===== src/rtl/timer_pkg.sv =====
// Shared constants and helpers for the multi-channel hold-time timer.
// Layer-timing defaults match the CNN sequencer delays they replace.
package timer_pkg;

  localparam int CNT_W_DEF = 12;

  localparam int T_CONV1 = 38;
  localparam int T_POOL1 = 15;
  localparam int T_CONV2 = 1;
  localparam int T_FC    = 285;

  typedef enum logic [1:0] {
    CH_IDLE,
    CH_COUNT,
    CH_DONE
  } ch_state_e;

  function automatic int clog2(input int v);
    int r;
    r = 0;
    for (int i = 0; i < 31; i++) begin
      if ((1 << i) < v) r = i + 1;
    end
    return r;
  endfunction

  function automatic int ch_w(input int n);
    return (n <= 1) ? 1 : clog2(n);
  endfunction

endpackage


===== src/rtl/multi_channel_timer_if.sv =====
// Channel enables, status outputs and threshold-config port
// of the multi-channel timer.
interface multi_channel_timer_if #(
  parameter int NUM_CH = 4,
  parameter int CNT_W  = 12
);
  import timer_pkg::*;

  localparam int CH_W = ch_w(NUM_CH);

  logic [NUM_CH-1:0] ti_i;
  logic [NUM_CH-1:0] to_o;
  logic [NUM_CH-1:0] done_pulse_o;
  logic [NUM_CH-1:0] sticky_o;
  logic [NUM_CH-1:0] sticky_clr_i;
  logic              cfg_we_i;
  logic [CH_W-1:0]   cfg_ch_i;
  logic [CNT_W-1:0]  cfg_thr_i;

  modport master (
    output ti_i,
    output sticky_clr_i,
    output cfg_we_i,
    output cfg_ch_i,
    output cfg_thr_i,
    input  to_o,
    input  done_pulse_o,
    input  sticky_o
  );

  modport slave (
    input  ti_i,
    input  sticky_clr_i,
    input  cfg_we_i,
    input  cfg_ch_i,
    input  cfg_thr_i,
    output to_o,
    output done_pulse_o,
    output sticky_o
  );

endinterface


===== src/rtl/timer_channel.sv =====
// One timer channel: saturating hold counter, programmable threshold,
// edge-detect flop for the done pulse and a sticky status bit.
module timer_channel
  import timer_pkg::*;
#(
  parameter int               CNT_W   = CNT_W_DEF,
  parameter logic [CNT_W-1:0] THR_RST = CNT_W'(T_CONV1)
) (
  input  logic             clk,
  input  logic             rst,
  input  logic             ti,
  input  logic             thr_we,
  input  logic [CNT_W-1:0] thr_wdata,
  output logic             to,
  output logic             done_pulse,
  output logic             sticky,
  input  logic             sticky_clr
);

  logic [CNT_W-1:0] cnt_q, cnt_d;
  logic [CNT_W-1:0] thr_q, thr_d;
  logic             to_q, to_d;
  logic             sticky_q, sticky_d;
  logic [CNT_W-1:0] thr_eff;
  logic             pulse;
  ch_state_e        st;

  always_ff @(posedge clk or posedge rst) begin
    if (rst) begin
      cnt_q    <= '0;
      thr_q    <= THR_RST;
      to_q     <= 1'b0;
      sticky_q <= 1'b0;
    end else begin
      cnt_q    <= cnt_d;
      thr_q    <= thr_d;
      to_q     <= to_d;
      sticky_q <= sticky_d;
    end
  end

  always_comb begin
    cnt_d    = cnt_q;
    thr_d    = thr_q;
    st       = CH_IDLE;
    thr_eff  = (thr_q == '0) ? CNT_W'(1) : thr_q;

    if (!ti) begin
      cnt_d = '0;
    end else if (cnt_q != '1) begin
      cnt_d = cnt_q + CNT_W'(1);
    end

    if (thr_we) begin
      thr_d = thr_wdata;
    end

    // thr_eff >= 1, so an idle counter can never be in DONE
    unique case (1'b1)
      (cnt_q == '0):      st = CH_IDLE;
      (cnt_q >= thr_eff): st = CH_DONE;
      default:            st = CH_COUNT;
    endcase

    to_d     = (st == CH_DONE);
    pulse    = to_d & ~to_q;
    sticky_d = pulse | (sticky_q & ~sticky_clr);
  end

  assign to         = to_d;
  assign done_pulse = pulse;
  assign sticky     = sticky_q;

endmodule


===== src/rtl/multi_channel_timer.sv =====
// N-channel hold-time timer with runtime thresholds; channels are
// independent apart from the shared threshold-write port.
module multi_channel_timer
  import timer_pkg::*;
#(
  parameter int                        NUM_CH = 4,
  parameter int                        CNT_W  = CNT_W_DEF,
  parameter logic [NUM_CH*CNT_W-1:0]   THRESH_DEFAULT = {
    12'(T_FC), 12'(T_CONV2), 12'(T_POOL1), 12'(T_CONV1)
  }
) (
  input  logic                  S_AXIS_ACLK,
  input  logic                  S_AXIS_ARESET,
  multi_channel_timer_if.slave  bus
);

  localparam int CH_W = ch_w(NUM_CH);

  logic [NUM_CH-1:0] we_oh;

  // Channel numbers beyond NUM_CH match no slot, so the write is dropped
  always_comb begin
    we_oh = '0;
    for (int i = 0; i < NUM_CH; i++) begin
      if (bus.cfg_we_i && (bus.cfg_ch_i == CH_W'(i))) begin
        we_oh[i] = 1'b1;
      end
    end
  end

  for (genvar g = 0; g < NUM_CH; g++) begin : g_ch
    timer_channel #(
      .CNT_W   (CNT_W),
      .THR_RST (THRESH_DEFAULT[g*CNT_W +: CNT_W])
    ) u_ch (
      .clk        (S_AXIS_ACLK),
      .rst        (S_AXIS_ARESET),
      .ti         (bus.ti_i[g]),
      .thr_we     (we_oh[g]),
      .thr_wdata  (bus.cfg_thr_i),
      .to         (bus.to_o[g]),
      .done_pulse (bus.done_pulse_o[g]),
      .sticky     (bus.sticky_o[g]),
      .sticky_clr (bus.sticky_clr_i[g])
    );
  end

endmodule


===== src/flat_wrapper.sv =====
// flat-port wrapper written by rule: the top's interface ports become plain ports
module multi_channel_timer_flat import timer_pkg::*;
#(
  parameter int                        NUM_CH = 4,
  parameter int                        CNT_W  = CNT_W_DEF,
  parameter logic [NUM_CH*CNT_W-1:0]   THRESH_DEFAULT = {
    12'(T_FC), 12'(T_CONV2), 12'(T_POOL1), 12'(T_CONV1)
  }
)
  (S_AXIS_ACLK, S_AXIS_ARESET, bus_ti_i, bus_sticky_clr_i, bus_cfg_we_i, bus_cfg_ch_i, bus_cfg_thr_i, bus_to_o, bus_done_pulse_o, bus_sticky_o);
  multi_channel_timer_if #(.NUM_CH(NUM_CH), .CNT_W(CNT_W)) bus_i ();
  input  logic S_AXIS_ACLK;
  input  logic S_AXIS_ARESET;
  input wire logic [$bits(bus_i.ti_i)-1:0] bus_ti_i;
  input wire logic [$bits(bus_i.sticky_clr_i)-1:0] bus_sticky_clr_i;
  input wire logic [$bits(bus_i.cfg_we_i)-1:0] bus_cfg_we_i;
  input wire logic [$bits(bus_i.cfg_ch_i)-1:0] bus_cfg_ch_i;
  input wire logic [$bits(bus_i.cfg_thr_i)-1:0] bus_cfg_thr_i;
  output wire logic [$bits(bus_i.to_o)-1:0] bus_to_o;
  output wire logic [$bits(bus_i.done_pulse_o)-1:0] bus_done_pulse_o;
  output wire logic [$bits(bus_i.sticky_o)-1:0] bus_sticky_o;
  assign bus_i.ti_i = bus_ti_i;
  assign bus_i.sticky_clr_i = bus_sticky_clr_i;
  assign bus_i.cfg_we_i = bus_cfg_we_i;
  assign bus_i.cfg_ch_i = bus_cfg_ch_i;
  assign bus_i.cfg_thr_i = bus_cfg_thr_i;
  assign bus_to_o = bus_i.to_o;
  assign bus_done_pulse_o = bus_i.done_pulse_o;
  assign bus_sticky_o = bus_i.sticky_o;
  multi_channel_timer #(.NUM_CH(NUM_CH), .CNT_W(CNT_W), .THRESH_DEFAULT(THRESH_DEFAULT)) u_core (.S_AXIS_ACLK(S_AXIS_ACLK), .S_AXIS_ARESET(S_AXIS_ARESET), .bus(bus_i));
endmodule

===== config.mk =====
export PLATFORM = sky130hd
export DESIGN_NAME = multi_channel_timer_flat
export DESIGN_NICKNAME = d
export VERILOG_FILES = /design/src/rtl/timer_pkg.sv /design/src/rtl/multi_channel_timer_if.sv /design/src/rtl/timer_channel.sv /design/src/rtl/multi_channel_timer.sv /design/src/flat_wrapper.sv
export SDC_FILE = /design/constraint.sdc
export NUM_CORES = 1
export LEC_CHECK = 0
export ABC_CLOCK_PERIOD_IN_PS = 2400
export CAP_MARGIN = 20
export CELL_PAD_IN_SITES_DETAIL_PLACEMENT = 0
export CELL_PAD_IN_SITES_GLOBAL_PLACEMENT = 1
export CORE_ASPECT_RATIO = 0.5
export CORE_UTILIZATION = 45
export DETAILED_ROUTE_END_ITERATION = 10
export GPL_TIMING_DRIVEN = 0
export HOLD_SLACK_MARGIN = 0.08
export PLACE_DENSITY_LB_ADDON = 0.1
export SYNTH_ARGS = -nofsm -noshare
export SYNTH_HDL_FRONTEND = slang
export SYNTH_HIERARCHICAL = 1
export SYNTH_SLANG_ARGS = --single-unit

===== constraint.sdc =====
create_clock -name S_AXIS_ACLK -period 2.4 [get_ports S_AXIS_ACLK]
set_input_delay 0.36 -clock S_AXIS_ACLK [delete_from_list [all_inputs] [get_ports S_AXIS_ACLK]]
set_output_delay 0.36 -clock S_AXIS_ACLK [all_outputs]
set_load 0.05 [all_outputs]

---- Word-level counts from Yosys, hierarchy flattened ----
Index checks and enable logic that the tools add are counted.
operators by class
  add/sub/neg operators ................... 4
  equality and inequality tests ........... 15
  $lt $le $gt $ge ......................... 4
  bitwise operators ....................... 20
  reduce and logical (&&, ||, !) cells .... 13
  muxes and demuxes ....................... 20
operator list
  cell                     number
  $mux W12                 12
  $logic_not A12 Y1        8
  $add A12 B1 Y12 const B  4
  $ge A12 B12 Y1           4
  $ne A12 B12 Y1 const B   4
  $pmux W2 S2              4
  $eq A2 B2 Y1 const B     6
  $and A1 B1 Y1            8
  $ne A2 B1 Y1 const B     4
  $not A1 Y1               8
  $logic_and A1 B1 Y1      4
  $mux W1                  4
  $or A1 B1 Y1             4
  $eq A2 B1 Y1 const B     1
  $logic_not A2 Y1         1
storage, ports and cells
  output and inout port bits .............. 12
  flip-flop bits (word level) ............. 104
  word-level logic and storage cells ...... 92

---- Depth between registers and ports, before layout ----
  depth in word-level cells ............... 7
  mapped depth ............................ 7

---- Cells and area by module ----
Netlist, hierarchy kept.
by module, submodules not included
  module                               times used  cells an instance  sequential area each (um^2)  area an instance (um^2)
  timer_channel (u_core.g_ch[3].u_ch)  1           157                656.9                        1526.5
  timer_channel (u_core.g_ch[0].u_ch)  1           157                654.4                        1524.0
  timer_channel (u_core.g_ch[2].u_ch)  1           157                651.9                        1521.5
  timer_channel (u_core.g_ch[1].u_ch)  1           160                655.6                        1501.4
  multi_channel_timer                  1           4                  0.0                          37.5

---- Worst setup path before layout ----
Ideal clock, no wire load.
  path type ............................... register -> output
  from .................................... register u_core.g_ch[0].u_ch.thr_q[2]
  to ...................................... output bus_done_pulse_o[0]
  data arrival time ....................... 2.294 ns
  path buffers ............................ 0
  stages on the path, launching flop included .. 8
  path slack .............................. -0.254 ns
  path through ............................ dfstp_2 > nor4_1 > a31o_2 > ha_1 > nand2b_1 > a2111o_1 > a32oi_1 > o21ai_0
between the ends
  cells in the longest elaborated chain, start to end .. 6
RTL lines
  what                      RTL line             RTL
  start: declaration        timer_channel.sv:21  logic [CNT_W-1:0] thr_q, thr_d;
  start signal: assignment  timer_channel.sv:36  thr_q <= thr_d;
  $logic_not A12 Y1         timer_channel.sv:46  thr_eff = (thr_q == '0) ? CNT_W'(1) : thr_q;
  $mux W12 (*)              timer_channel.sv:46
  $ge A12 B12 Y1 (*)        timer_channel.sv:61  (cnt_q >= thr_eff): st = CH_DONE;
  $pmux W2 S2 (*)           timer_channel.sv:59  unique case (1'b1)
  $eq A2 B2 Y1 (*)          timer_channel.sv:65  to_d = (st == CH_DONE);
  $and A1 B1 Y1 (*)         timer_channel.sv:66  pulse = to_d & ~to_q;
  end: declaration          flat_wrapper.sv:20   output wire logic [$bits(bus_i.done_pulse_o)-1:0] bus_done_pulse_o;
Mark *: on every way between the ends. The rest lies on a longest branch, timed or not.

---- Worst setup path after layout ----
  from .................................... register u_core.g_ch[2].u_ch.thr_q[11]
  to ...................................... output bus_done_pulse_o[2]
between the ends
  cells in the longest elaborated chain, start to end .. 6
RTL lines
  what                      RTL line
  start: declaration        timer_channel.sv:21
  start signal: assignment  timer_channel.sv:36
  $logic_not A12 Y1         timer_channel.sv:46
  $mux W12 (*)              timer_channel.sv:46
  $ge A12 B12 Y1 (*)        timer_channel.sv:61
  $pmux W2 S2 (*)           timer_channel.sv:59
  $eq A2 B2 Y1 (*)          timer_channel.sv:65
  $and A1 B1 Y1 (*)         timer_channel.sv:66
Marked as above.

==> results.json <==
{
  "swShare": 0.286,
  "antenna_found_initial": 0,
  "violations": "setup timing",
  "grt_pass1_wl_mm": 24.0,
  "path_buf_inv": 1,
  "critical_path_class": "flop to primary output",
  "p_clk_frac": 0.342,
  "htreeDepth": 3,
  "hold_buffers": 0,
  "yosysTopAreaCell": "dfrtp_1",
  "grt_overflow": 0,
  "layout.nets": 768,
  "fin_util": 0.566,
  "cp_cell_sequence": "nor4_4 > a31o_2 > ha_4 > nand2b_4 > a2111o_1 > a32oi_2 > o21ai_2 > buf_6",
  "clk_pin_slew_ns": 0.07,
  "synth_area_leaders": "dfrtp_1 37%, ha_1 11%, o21ai_0 5.7%",
  "cts_made_buffers": 9,
  "r2r_end": "u_core/g_ch[0].u_ch/sticky",
  "syn_to_final_growth_pct": 20.0,
  "setup_viol": 8,
  "setup_slack_ns": -0.450,
  "synth.most_common_cell": "dfrtp_1",
  "powerDensity_mw_per_mm2": 586,
  "max_freq_ghz": 0.351,
  "r2r_cells": 9,
  "place.detailed.hpwl_mm": 10.4,
  "slew_headroom": 0.602,
  "route.detailed.drc": 0,
  "critical_path_required_ns": 2.04,
  "place.gp.congestion": 0.792,
  "switchingPower_uw": 1230,
  "cts_tree": "yes",
  "drive_above_1_share": 0.149,
  "synth_cell_types": 50,
  "r2r-start": "u_core/g_ch[0].u_ch/thr_q[1]",
  "via_per_inst": 5.51,
  "worstPathArrival_ns": 2.49,
  "crit_slowest_cell": "dfrtp_1",
  "seq_area_frac_synth": 0.429,
  "yosys_warnings": 6,
  "path_delay_family": "compound AO/OA/AOI/OAI gates",
  "worst_pin_slew_ns": 0.596,
  "coreArea_mm2": 0.0130,
  "die_area_mm2": 0.0141,
  "endpoint_kind": "primary output",
  "route.antenna.remaining_nets": 0,
  "vias": 4770,
  "die_w_um": 167,
  "synth_edf_count": 0,
  "drv_cap": 0,
  "power_frac_comb": 0.180,
  "fin_hold_ws_ns": 0.318,
  "grt_pass1_vias": 4668,
  "start_kind": "flop",
  "rsz0062_at_grt": "yes",
  "syn_avg_cell_area_um2": 9.62,
  "slowest_delay_ns": 0.41,
  "status": "finished, violations left",
  "syn_inst": 635,
  "die_h_um": 84.4,
  "ir_drop_uv": 353,
  "period_share": 1.19,
  "fin_crit_ns": 2.85,
  "track_usage": 0.218,
  "first_pass_iters": 5,
  "p_int_uw": 3070,
  "seqPwrFrac": 0.478,
  "wl_per_cell_um": 16.6,
  "slew_violations": 0,
  "skew_ns": 0.00941,
  "root_buffer": "clkbuf_16",
  "synthTopCellsByCount": "91 x dfrtp_1, 85 x nand2_1, 70 x o21ai_0",
  "grt_max_degree": 27,
  "hold_viol": 0,
  "yosysTopAreaCellShare": 0.373,
  "start_util": 0.472,
  "routed_wl_mm": 14.4,
  "async_flop_share": 1.00,
  "p_leak_uw": 0.00338,
  "portBuffers": 36,
  "ys_seq_elements": 104,
  "num_io_pins": 37,
  "insertedDiodeCount": 0,
  "row_count": 29,
  "syn-num-nets": 712,
  "synthFlopType": "dfrtp_1",
  "hp-class": "input pin to asynchronous set/reset pin",
  "clkLatencyLatePin_ns": 0.35,
  "ctsLongestPathBuffers": 2,
  "crit_fanout": 2,
  "syn_area_mm2": 0.00611,
  "cts.sinks": 104,
  "drtIter0Drc": 268,
  "reg2reg_slack_ns": 0.06
}
[worst max-delay path by stage]
stage	start	end	slack (ns)	cells after the start
2_1_floorplan	u_core/g_ch[1].u_ch/thr_q[3]	bus_done_pulse_o[1]	-0.03	7
3_3_place_gp	u_core/g_ch[0].u_ch/thr_q[10]	bus_done_pulse_o[0]	-0.75	8
3_5_place_dp	u_core/g_ch[2].u_ch/thr_q[2]	bus_done_pulse_o[2]	-0.79	8
4_1_cts	u_core/g_ch[2].u_ch/thr_q[11]	bus_done_pulse_o[2]	-0.50	8
5_1_grt	u_core/g_ch[2].u_ch/thr_q[11]	bus_done_pulse_o[2]	-0.55	8
6_report	u_core/g_ch[2].u_ch/thr_q[11]	bus_done_pulse_o[2]	-0.45	8
[registers in the layout, summed over array words and instances (netlist names)]
| signal | count |
|---|---|
| u_core/g_ch.u_ch/cnt_q | 48 |
| u_core/g_ch.u_ch/sticky | 4 |
| u_core/g_ch.u_ch/thr_q | 48 |
| u_core/g_ch.u_ch/to_q | 4 |
[through the flow]
step / instance area (µm²) / power (µW) / setup WS, ns / setup TNS (ns) / instances
2_1_floorplan: 6130 / 2490 / -0.0300 / -0.0374 / 635
3_3_place_gp: 6710 / 2710 / -0.748 / -5.37 / 841
3_5_place_dp: 6710 / 2730 / -0.785 / -5.59 / 841
4_1_cts: 7170 / 4310 / -0.502 / -3.49 / 860
5_1_grt: 7330 / 4540 / -0.549 / -3.96 / 866
6_report: 7330 / 4300 / -0.450 / -3.18 / 866
[what timing repair did]
item,in CTS,in global routing
endpoints found under the setup margin,8,9
endpoints found under the hold margin,0,0
resized for setup,74,8
pin swaps,19,12
cloned,0,0
setup buffers,3,2
[routing by layer]
| layer | share of wire | vias up | global-route usage | routed length, µm |
|---|---|---|---|---|
| met5 | 0 | - | 0 | 0 |
| met4 | 0.0067 | 0 | 0.0505 | 97 |
| met3 | 0.027 | 9 | 0.0537 | 395 |
| met2 | 0.44 | 60 | 0.343 | 6290 |
| met1 | 0.53 | 2329 | 0.304 | 7600 |
| li1 | - | 2372 | - | - |
[worst register-to-register path: stages (launching register included)]
cell and delay (ns):
dfstp_2 0.38, nor4_2 0.29, a31o_2 0.23, ha_4 0.20, nand2b_4 0.13, a2111o_1 0.40
a32oi_2 0.24, buf_4 0.15, buf_4 0.09, o221ai_1 0.09
[layout by cell type, fill, tap and decap left out, types with 5 or more instances in the layout]
cell type and instances:
a21o_1 6, dfrtp_1 91, clkbuf_1 13, buf_6 8, or3_2 6, and2_1 9, nor2b_1 7, xnor2_1 7
nor3_1 13, dfstp_2 13, mux2i_1 13, ha_1 48, nand2_1 84, nand2b_1 11, nand3_1 15, o211a_1 5
clkdlybuf4s50_1 28, a31oi_1 8, nor4_2 5, a21oi_1 18, a21boi_0 9, clkbuf_16 9, inv_1 69, buf_4 5
nand3_2 6, nand4_1 9, nor3b_1 9, o21ai_0 67, nor2_1 13
[power by group through the flow]
stage	Combinational (µW)	Sequential, µW	Clock, µW
2_1_floorplan	445	2040	0
3_3_place_gp	645	2060	0
3_5_place_dp	667	2070	0
4_1_cts	727	2050	1530
5_1_grt	875	2070	1590
6_report	774	2050	1470
[cell type report]
class	instances	area, µm²
clock buffer	13	270
tap	170	213
sequential	104	2620
clock inverter	3	25.0
timing repair buffer	45	509
inverter	69	259
fill	1130	5620
multi-input combinational	449	3380
buffer	13	56.3
[cells by family (layout without fill, tap and decap cells)]
| kind of cell | Yosys count | count (layout) | synth area share |
|---|---|---|---|
| compound gates | 145 | 145 | 0.157 |
| xor+xnor | 8 | 8 | 0.0115 |
| fa+ha+maj | 52 | 52 | 0.106 |
| buf+inv | 82 | 143 | 0.0516 |
| flops | 104 | 104 | 0.429 |
| mux | 17 | 17 | 0.0287 |
| simple gates | 227 | 227 | 0.216 |
Power figures use the tool's default switching activity.
